## src/rtl/mini_alu_core.sv

```systemverilog
// mini_alu_core: two-stage fetch/execute micro-sequencer with an internal
// dual-read register file, LED register, halt state and optional return stack.
// Optional feature macro: MINIALU_CALL_STACK_EN builds the CALL/RET return
// stack with overflow/underflow reporting; without it CALL/RET are NOPs and
// oStackError is tied low.
module mini_alu_core #(
    parameter int DATA_WIDTH  = 16,
    parameter int ADDR_WIDTH  = 8,
    parameter int IP_WIDTH    = 16,
    parameter int LED_WIDTH   = 8,
    parameter int STACK_DEPTH = 4
) (
    input  logic                      Clock,
    input  logic                      Reset,
    output logic [IP_WIDTH-1:0]       oInstrAddr,
    input  logic [4+3*ADDR_WIDTH-1:0] iInstruction,
    output logic [LED_WIDTH-1:0]      oLed,
    output logic                      oHalted,
    output logic                      oStackError
);

    localparam int INSTR_W  = 4 + 3 * ADDR_WIDTH;
    localparam int RF_DEPTH = 1 << ADDR_WIDTH;
    localparam int SHAMT_W  = (DATA_WIDTH > 1) ? $clog2(DATA_WIDTH) : 1;

    localparam logic [3:0] OP_LED  = 4'h1;
    localparam logic [3:0] OP_BLE  = 4'h2;
    localparam logic [3:0] OP_STO  = 4'h3;
    localparam logic [3:0] OP_ADD  = 4'h4;
    localparam logic [3:0] OP_JMP  = 4'h5;
    localparam logic [3:0] OP_SUB  = 4'h6;
    localparam logic [3:0] OP_AND  = 4'h7;
    localparam logic [3:0] OP_OR   = 4'h8;
    localparam logic [3:0] OP_XOR  = 4'h9;
    localparam logic [3:0] OP_SHL  = 4'hA;
`ifdef MINIALU_CALL_STACK_EN
    localparam logic [3:0] OP_CALL = 4'hB;
    localparam logic [3:0] OP_RET  = 4'hC;
`endif
    localparam logic [3:0] OP_HLT  = 4'hD;

    typedef enum logic {
        ST_RUN  = 1'b0,
        ST_HALT = 1'b1
    } state_e;

    // Reject parameter sets the datapath cannot honour.
    if (LED_WIDTH > DATA_WIDTH || STACK_DEPTH < 1) begin : g_param_check
        $error("mini_alu_core: LED_WIDTH must be <= DATA_WIDTH and STACK_DEPTH >= 1");
    end

    logic [IP_WIDTH-1:0]   ip_q, ip_d;
    logic [INSTR_W-1:0]    ir_q, ir_d;
    logic [LED_WIDTH-1:0]  led_q, led_d;
    state_e                state_q, state_d;

    logic [DATA_WIDTH-1:0] rf_q [RF_DEPTH];

    logic [3:0]            op;
    logic [ADDR_WIDTH-1:0] dest;
    logic [ADDR_WIDTH-1:0] src1;
    logic [ADDR_WIDTH-1:0] src0;
    logic [DATA_WIDTH-1:0] d1;
    logic [DATA_WIDTH-1:0] d0;

    logic                  rf_we;
    logic [DATA_WIDTH-1:0] rf_wdata;
    logic                  take;
    logic [IP_WIDTH-1:0]   target;
    logic [IP_WIDTH-1:0]   fetch_addr;

`ifdef MINIALU_CALL_STACK_EN
    localparam int SP_W  = $clog2(STACK_DEPTH + 1);
    localparam int IDX_W = (STACK_DEPTH > 1) ? $clog2(STACK_DEPTH) : 1;
    localparam logic [SP_W-1:0] SP_FULL = SP_W'(STACK_DEPTH);

    logic [SP_W-1:0]     sp_q, sp_d;
    logic                err_q, err_d;
    logic                push;
    logic [IDX_W-1:0]    push_idx;
    logic [IDX_W-1:0]    pop_idx;
    // Storage rounded up to a power of two so the index width is exact.
    logic [IP_WIDTH-1:0] stack_q [1 << IDX_W];
`endif

    assign {op, dest, src1, src0} = ir_q;
    assign d1 = rf_q[src1];
    assign d0 = rf_q[src0];

    // Execute stage: decode IR, form ALU result and branch decision, then
    // choose the next fetch address and what IR/IP capture at the edge.
    always_comb begin
        ip_d     = ip_q;
        ir_d     = ir_q;
        led_d    = led_q;
        state_d  = state_q;
        rf_we    = 1'b0;
        rf_wdata = '0;
        take     = 1'b0;
        target   = IP_WIDTH'(dest);
`ifdef MINIALU_CALL_STACK_EN
        sp_d     = sp_q;
        err_d    = err_q;
        push     = 1'b0;
        push_idx = IDX_W'(sp_q);
        pop_idx  = IDX_W'(sp_q - SP_W'(1));
`endif

        if (state_q == ST_RUN) begin
            case (op)
                OP_LED: led_d = d1[LED_WIDTH-1:0];
                OP_BLE: take = (d1 <= d0);
                OP_STO: begin
                    rf_we    = 1'b1;
                    rf_wdata = DATA_WIDTH'({src1, src0});
                end
                OP_ADD: begin
                    rf_we    = 1'b1;
                    rf_wdata = d1 + d0;
                end
                OP_JMP: take = 1'b1;
                OP_SUB: begin
                    rf_we    = 1'b1;
                    rf_wdata = d1 - d0;
                end
                OP_AND: begin
                    rf_we    = 1'b1;
                    rf_wdata = d1 & d0;
                end
                OP_OR: begin
                    rf_we    = 1'b1;
                    rf_wdata = d1 | d0;
                end
                OP_XOR: begin
                    rf_we    = 1'b1;
                    rf_wdata = d1 ^ d0;
                end
                OP_SHL: begin
                    rf_we    = 1'b1;
                    rf_wdata = d1 << d0[SHAMT_W-1:0];
                end
`ifdef MINIALU_CALL_STACK_EN
                OP_CALL: begin
                    if (sp_q == SP_FULL) begin
                        err_d = 1'b1;
                    end else begin
                        push = 1'b1;
                        sp_d = sp_q + SP_W'(1);
                        take = 1'b1;
                    end
                end
                OP_RET: begin
                    if (sp_q == '0) begin
                        err_d = 1'b1;
                    end else begin
                        sp_d   = sp_q - SP_W'(1);
                        target = stack_q[pop_idx];
                        take   = 1'b1;
                    end
                end
`endif
                default: ;
            endcase
        end

        // A taken branch redirects this cycle's fetch so no bubble is needed.
        fetch_addr = take ? target : ip_q;

        if (state_q == ST_RUN) begin
            if (op == OP_HLT) begin
                ir_d    = '0;
                state_d = ST_HALT;
            end else begin
                ir_d = iInstruction;
                ip_d = fetch_addr + IP_WIDTH'(1);
            end
        end
    end

    // Control state: instruction pointer, instruction register, LED, run/halt.
    always_ff @(posedge Clock or negedge Reset) begin
        if (!Reset) begin
            ip_q    <= '0;
            ir_q    <= '0;
            led_q   <= '0;
            state_q <= ST_RUN;
        end else begin
            ip_q    <= ip_d;
            ir_q    <= ir_d;
            led_q   <= led_d;
            state_q <= state_d;
        end
    end

    // Register file write port; contents are deliberately not reset.
    always_ff @(posedge Clock) begin
        if (rf_we) begin
            rf_q[dest] <= rf_wdata;
        end
    end

`ifdef MINIALU_CALL_STACK_EN
    // Return-stack pointer and sticky overflow/underflow flag.
    always_ff @(posedge Clock or negedge Reset) begin
        if (!Reset) begin
            sp_q  <= '0;
            err_q <= 1'b0;
        end else begin
            sp_q  <= sp_d;
            err_q <= err_d;
        end
    end

    // Return-stack storage: a successful CALL saves the address after it.
    always_ff @(posedge Clock) begin
        if (push) begin
            stack_q[push_idx] <= ip_q;
        end
    end

    assign oStackError = err_q;
`else
    assign oStackError = 1'b0;
`endif

    assign oInstrAddr = fetch_addr;
    assign oLed       = led_q;
    assign oHalted    = (state_q == ST_HALT);

endmodule
```

## config.mk

```make
export PLATFORM = sky130hd
export DESIGN_NAME = mini_alu_core
export DESIGN_NICKNAME = d
export VERILOG_FILES = /design/src/rtl/mini_alu_core.sv
export SDC_FILE = /design/constraint.sdc
export NUM_CORES = 2
export LEC_CHECK = 0
export BUFFER_PORTS_ARGS = -buffer_cell sky130_fd_sc_hd__buf_2
export CORE_AREA = 2 2 535 537
export DETAILED_ROUTE_END_ITERATION = 16
export DIE_AREA = 0 0 537 539
export PLACE_DENSITY = 0.95
export SLEW_MARGIN = 20
export SYNTH_ARGS = -nofsm -noshare
export SYNTH_HDL_FRONTEND = slang
export SYNTH_SLANG_ARGS = --single-unit
```

## constraint.sdc

```tcl
create_clock -name Clock -period 29.9 [get_ports Clock]
set_input_delay 2.99 -clock Clock [delete_from_list [all_inputs] [get_ports Clock]]
set_output_delay 2.99 -clock Clock [all_outputs]
set_load 0.005 [all_outputs]
```

==> results of run 1 <==
cell usage after synthesis (11+ instances only):
master,count
mux2_2,65
o21bai_1,11
a22oi_1,163
a211o_1,15
inv_1,37
nand2b_1,17
nand3_1,66
edfxtp_1,4096
a22o_1,80
mux2i_1,214
and2_1,28
inv_2,18
buf_2,121
nand4_1,27
o221ai_1,30
a21oi_1,103
dfrtp_1,53
buf_4,163
mux4_2,2356
a221oi_1,65
a211oi_1,48
nor2_1,350
o22ai_1,87
nor3_1,45
clkbuf_1,326
buf_1,50
a21o_1,14
nor4_1,14
buf_6,77
nor2b_1,27
ha_1,50
o21ai_0,61
nand2_1,160
o211ai_1,13
metrics by stage:
stage	std cells	setup slack [ns]	instance area [um2]
2_1_floorplan	9232	15.04	194800
3_3_place_gp	12800	15.82	200700
3_5_place_dp	12800	15.61	200900
4_1_cts	13540	14.39	214000
cells by family after synthesis:
| kind of cell | Yosys count | synth area share (%) |
|---|---|---|
| compound gates | 783 | 2.929 |
| buf+inv | 800 | 2.265 |
| other cells | 1 | 0.001925 |
| flops | 4149 | 63.81 |
| simple gates | 799 | 1.877 |
| xor+xnor | 12 | 0.05395 |
| fa+ha+maj | 52 | 0.3417 |
| mux | 2636 | 28.72 |
==> results.ini, run 1 <==
[synth]
netlist.area_leader.share_pct = 63.13
synthTopCellsByArea = edfxtp_1 63%, mux4_2 27%, mux2i_1 1.1%, dfrtp_1 0.68%, nor2_1 0.67%
netlist_area_um2 = 194800
synth-edff-count = 4096
ys_seq_elements = 4149
yosysTopAreaCell = edfxtp_1
synth_cells = 9232
synth_area_per_cell_um2 = 21.10
synthFlopType = edfxtp_1
synth.net_count = 9314
seq_area_frac_synth_pct = 63.81
yosys_warnings = 0
async_flop_share_pct = 1.277
ys_types = 90

[place]
dp_hpwl_mm = 452.6
port_buffers = 54
place.gp.congestion = 1.054

[floorplan]
ios = 56
dieWidth_um = 537
initial_core_util_pct = 68.60
num_rows = 196
die_h_um = 539

[clock_tree]
clock_sinks = 4149
cts_max_level = 5
cts_made_buffers = 402
hold_buffers = 0
cts_max_path_buffers = 4
postCtsSetupRepairBufs = 0
ctsRootBufferMaster = clkbuf_16
cts_resized = 0

[outcome]
error = [ERROR GRT-0228] Horizontal edge usage exceeds the maximum allowed. (31, 60) usage=65535 limit=3200
status = did not finish
haltStage = global routing (5_1_grt)

[grt]
grt_max_degree = 257
antenna_found_initial = 234

==> run 2, diff against run 1 <==
Settings changed: CORE_AREA 2 2 535 537 to 2 2 701 703, DIE_AREA 0 0 537 539 to 0 0 703 705, PLACE_DENSITY 0.95 to unset, PLACE_DENSITY_LB_ADDON set to 0.15.
==> run 2 against run 1 <==
The flow now finishes without violations. Synthesized cell count unchanged. Area after synthesis unchanged.
==> results.ini, run 2 <==
[outcome]
status = finished, final reports clean  ; was did not finish

[clock_tree]
clock_latency_ns = 1.07
clock_sinks = 4149  ; unchanged
cts_max_path_buffers = 4  ; unchanged
hold_buffers = 0  ; unchanged
cts_resized = 0  ; unchanged
cts_made_buffers = 451  ; was 402
clk_pin_slew_ns = 0.07
cts_tree = built
ctsRootBufferMaster = clkbuf_16  ; unchanged
postCtsSetupRepairBufs = 0  ; unchanged
cts_max_level = 5  ; unchanged

[critical_path]
crit_arrival_ns = 11.67
cp_max_fo = 84
r2r_end = rf_q[225][15]
timing.rr.start = ir_q[9]
cp_data_required_time_ns = 26.91
crit_path_start_kind = register
regToRegSetupSlack_ns = 17.27
worst-setup-path-type = reg -> out
r2r_cells = 26
endpoint_kind = output pin

[sta]
rsz0062_at_grt = false
hold_viol = 0
setup_viol = 0
timing.fmax_mhz = 68.22
slew_headroom_pct = 17.55
finClkSkew_ns = 0.07620
drv_slew = 0
tightest_slew_ns = 1.237
fin_setup_tns_ns = 0
setup_slack_ns = 15.24
period_needed_ns = 14.66
fin_crit_sh_pct = 49.03

[grt]
use_met1_pct = 38.60
grt_pass1_wl_mm = 969.7
track_usage_pct = 28.68
globalRouteMet2Util_pct = 44.24
overflow = 0
grt_pass1_vias = 110600
antenna_found_initial = 78
top_usage_layer = met2
gr-usage-met3_pct = 6.848
grt_max_degree = 193

[detailed_routing]
drtAntennaViolNets = 0
drt_iter0_drc = 16930
viasPerCell = 6.759
via_count = 110500
drc = 0
routedWlPerCell_um = 44.00
drt_wl_total_mm = 719.4
drt_pass1_iterations = 6

[final_layout]
top_register = rf_q
fillers = 41040
fin_nets = 9529
drive_gt1_share_pct = 40.26
final_cell_mix = 4096 x edfxtp_1, 2356 x mux4_2, 457 x clkbuf_16
syn_to_final_growth_pct = 12.46
largest_reg_flops = 4096
largest_registers = rf_q x4096, ir_q x28, ip_q x16
final_common_cell = edfxtp_1
regArea_um2 = 124400
multi_input_area_um2 = 67850

[power]
p_int_uw = 14310
p_per_area_nw_per_um2 = 110.6
p_sw_uw = 9931
seqPwrFrac_pct = 29.5
power_leakage_uw = 0.06728
power_frac_comb_pct = 47.5
p_clk_share_pct = 23.0
peakVddDrop_mv = 0.1151
switching_share_pct = 40.98

[worst_hold_path]
min_from = oLed[1]
min_to = oLed[1]
hold_depth = 2
holdCritPathClass = reg -> reg

[job]
cap_violations = 0

[floorplan]
ios = 56  ; unchanged
initial_core_util_pct = 39.91  ; was 68.60%
dieArea_um2 = 495600
num_rows = 257  ; was 196
core-area_um2 = 488100
die_h_um = 705  ; was 539 um
dieWidth_um = 703  ; was 537 um

[place]
preCtsSetupSlack_ns = 16.62  ; was 15.61 ns
place.gp.congestion = 0.9351  ; was 1.054
port_buffers = 54  ; unchanged
dp_hpwl_mm = 449.8  ; was 452.6 mm

[synth]
async_flop_share_pct = 1.277  ; unchanged
synth_area_per_cell_um2 = 21.10  ; unchanged
netlist_area_um2 = 194800  ; unchanged
synthTopCellsByArea = edfxtp_1 63%, mux4_2 27%, mux2i_1 1.1%, dfrtp_1 0.68%, nor2_1 0.67%  ; unchanged
yosysTopAreaCell = edfxtp_1  ; unchanged
yosys_warnings = 0  ; unchanged
ys_seq_elements = 4149  ; unchanged
ys_types = 90  ; unchanged
synth-edff-count = 4096  ; unchanged
synthFlopType = edfxtp_1  ; unchanged
synth.most_common_cell = edfxtp_1  ; unchanged
netlist.area_leader.share_pct = 63.13  ; unchanged
synth_cells = 9232  ; unchanged
synth.net_count = 9314  ; unchanged
seq_area_frac_synth_pct = 63.81  ; unchanged
synth.top_cells.by_count = 4096 x edfxtp_1, 2356 x mux4_2, 350 x nor2_1  ; unchanged

run 2: logic make-up after synthesis:
family	count (synthesis)	synth area share, %
AO/OA/AOI/OAI	783	2.929
flip-flops	4149	63.81
multiplexers	2636	28.72
other	1	0.001925
adder cells (fa/ha/maj)	52	0.3417
buffers and inverters	800	2.265
AND/OR/NAND/NOR	799	1.877
XOR/XNOR	12	0.05395
run 2: layout make-up:
type / instances / area share [%]
antenna: 53 / 0.06053
clock buffer: 553 / 5.407
timing repair buffer: 505 / 1.785
clock inverter: 277 / 1.215
multi-input combinational: 4283 / 30.97
tap: 6475 / 3.698
inverter: 57 / 0.1051
sequential: 4149 / 56.76
run 2: worst max-delay path by stage:
stage | from | endpoint | slack [ns] | cells past startpoint
floorplan | ir_q[3] | rf_q[0][15] | 15.04 | 21
global placement | ir_q[9] | oInstrAddr[6] | 16.68 | 20
detailed placement | ir_q[9] | oInstrAddr[4] | 16.62 | 19
CTS | ir_q[9] | oInstrAddr[4] | 15.52 | 19
global route | ir_q[8] | oInstrAddr[6] | 15.21 | 19
finish | ir_q[9] | oInstrAddr[4] | 15.24 | 19
run 2: worst max-delay path, cell delays in order (launching register included):
cell and delay [ns]:
dfrtp_4 0.83, buf_12 0.53, buf_4 0.76, buf_4 0.74, buf_4 0.70, buf_4 0.89, mux4_2 0.44, mux4_2 0.52
mux2i_1 0.34, nand2_1 0.17, a21oi_1 0.34, nand4bb_1 0.32, ha_1 0.42, nor4_1 1.04, a221oi_1 0.26, and3_1 0.31
o31ai_4 0.53, buf_4 0.46, mux2_2 0.41, buf_2 0.14
run 2: per-stage QoR:
stage / instance area (um2) / cells / hold slack (ns) / util [%] / power, uW
CTS: 218900 / 16300 / 0.5071 / 44.84 / 24170
finish: 219100 / 16350 / 0.5081 / 44.88 / 24240
floorplan: 194800 / 9232 / 0.4628 / - / 14190
detailed placement: 204400 / 15470 / 0.4916 / 41.87 / 18630
global route: 219000 / 16320 / 0.5178 / 44.87 / 24810
global placement: 204400 / 15470 / 0.4877 / 41.87 / 18610
run 2: routing by layer:
metal / wire (um) / vias to the layer above / part of all wire, %
met5: 158 / - / 0.022
met4: 39280 / 24 / 5.5
met3: 72300 / 1273 / 10
met2: 334600 / 6637 / 47
met1: 273100 / 61250 / 38
li1: - / 41350 / -
run 2: power groups by stage:
stage	Clock, uW	Combinational (uW)	Sequential [uW]
global placement	0	11300	7270
finish	5570	11500	7160
CTS	5630	11400	7150
global route	5850	11800	7150
floorplan	0	6850	7340
detailed placement	0	11400	7270
No activity file was read; power rests on OpenSTA's default activity.
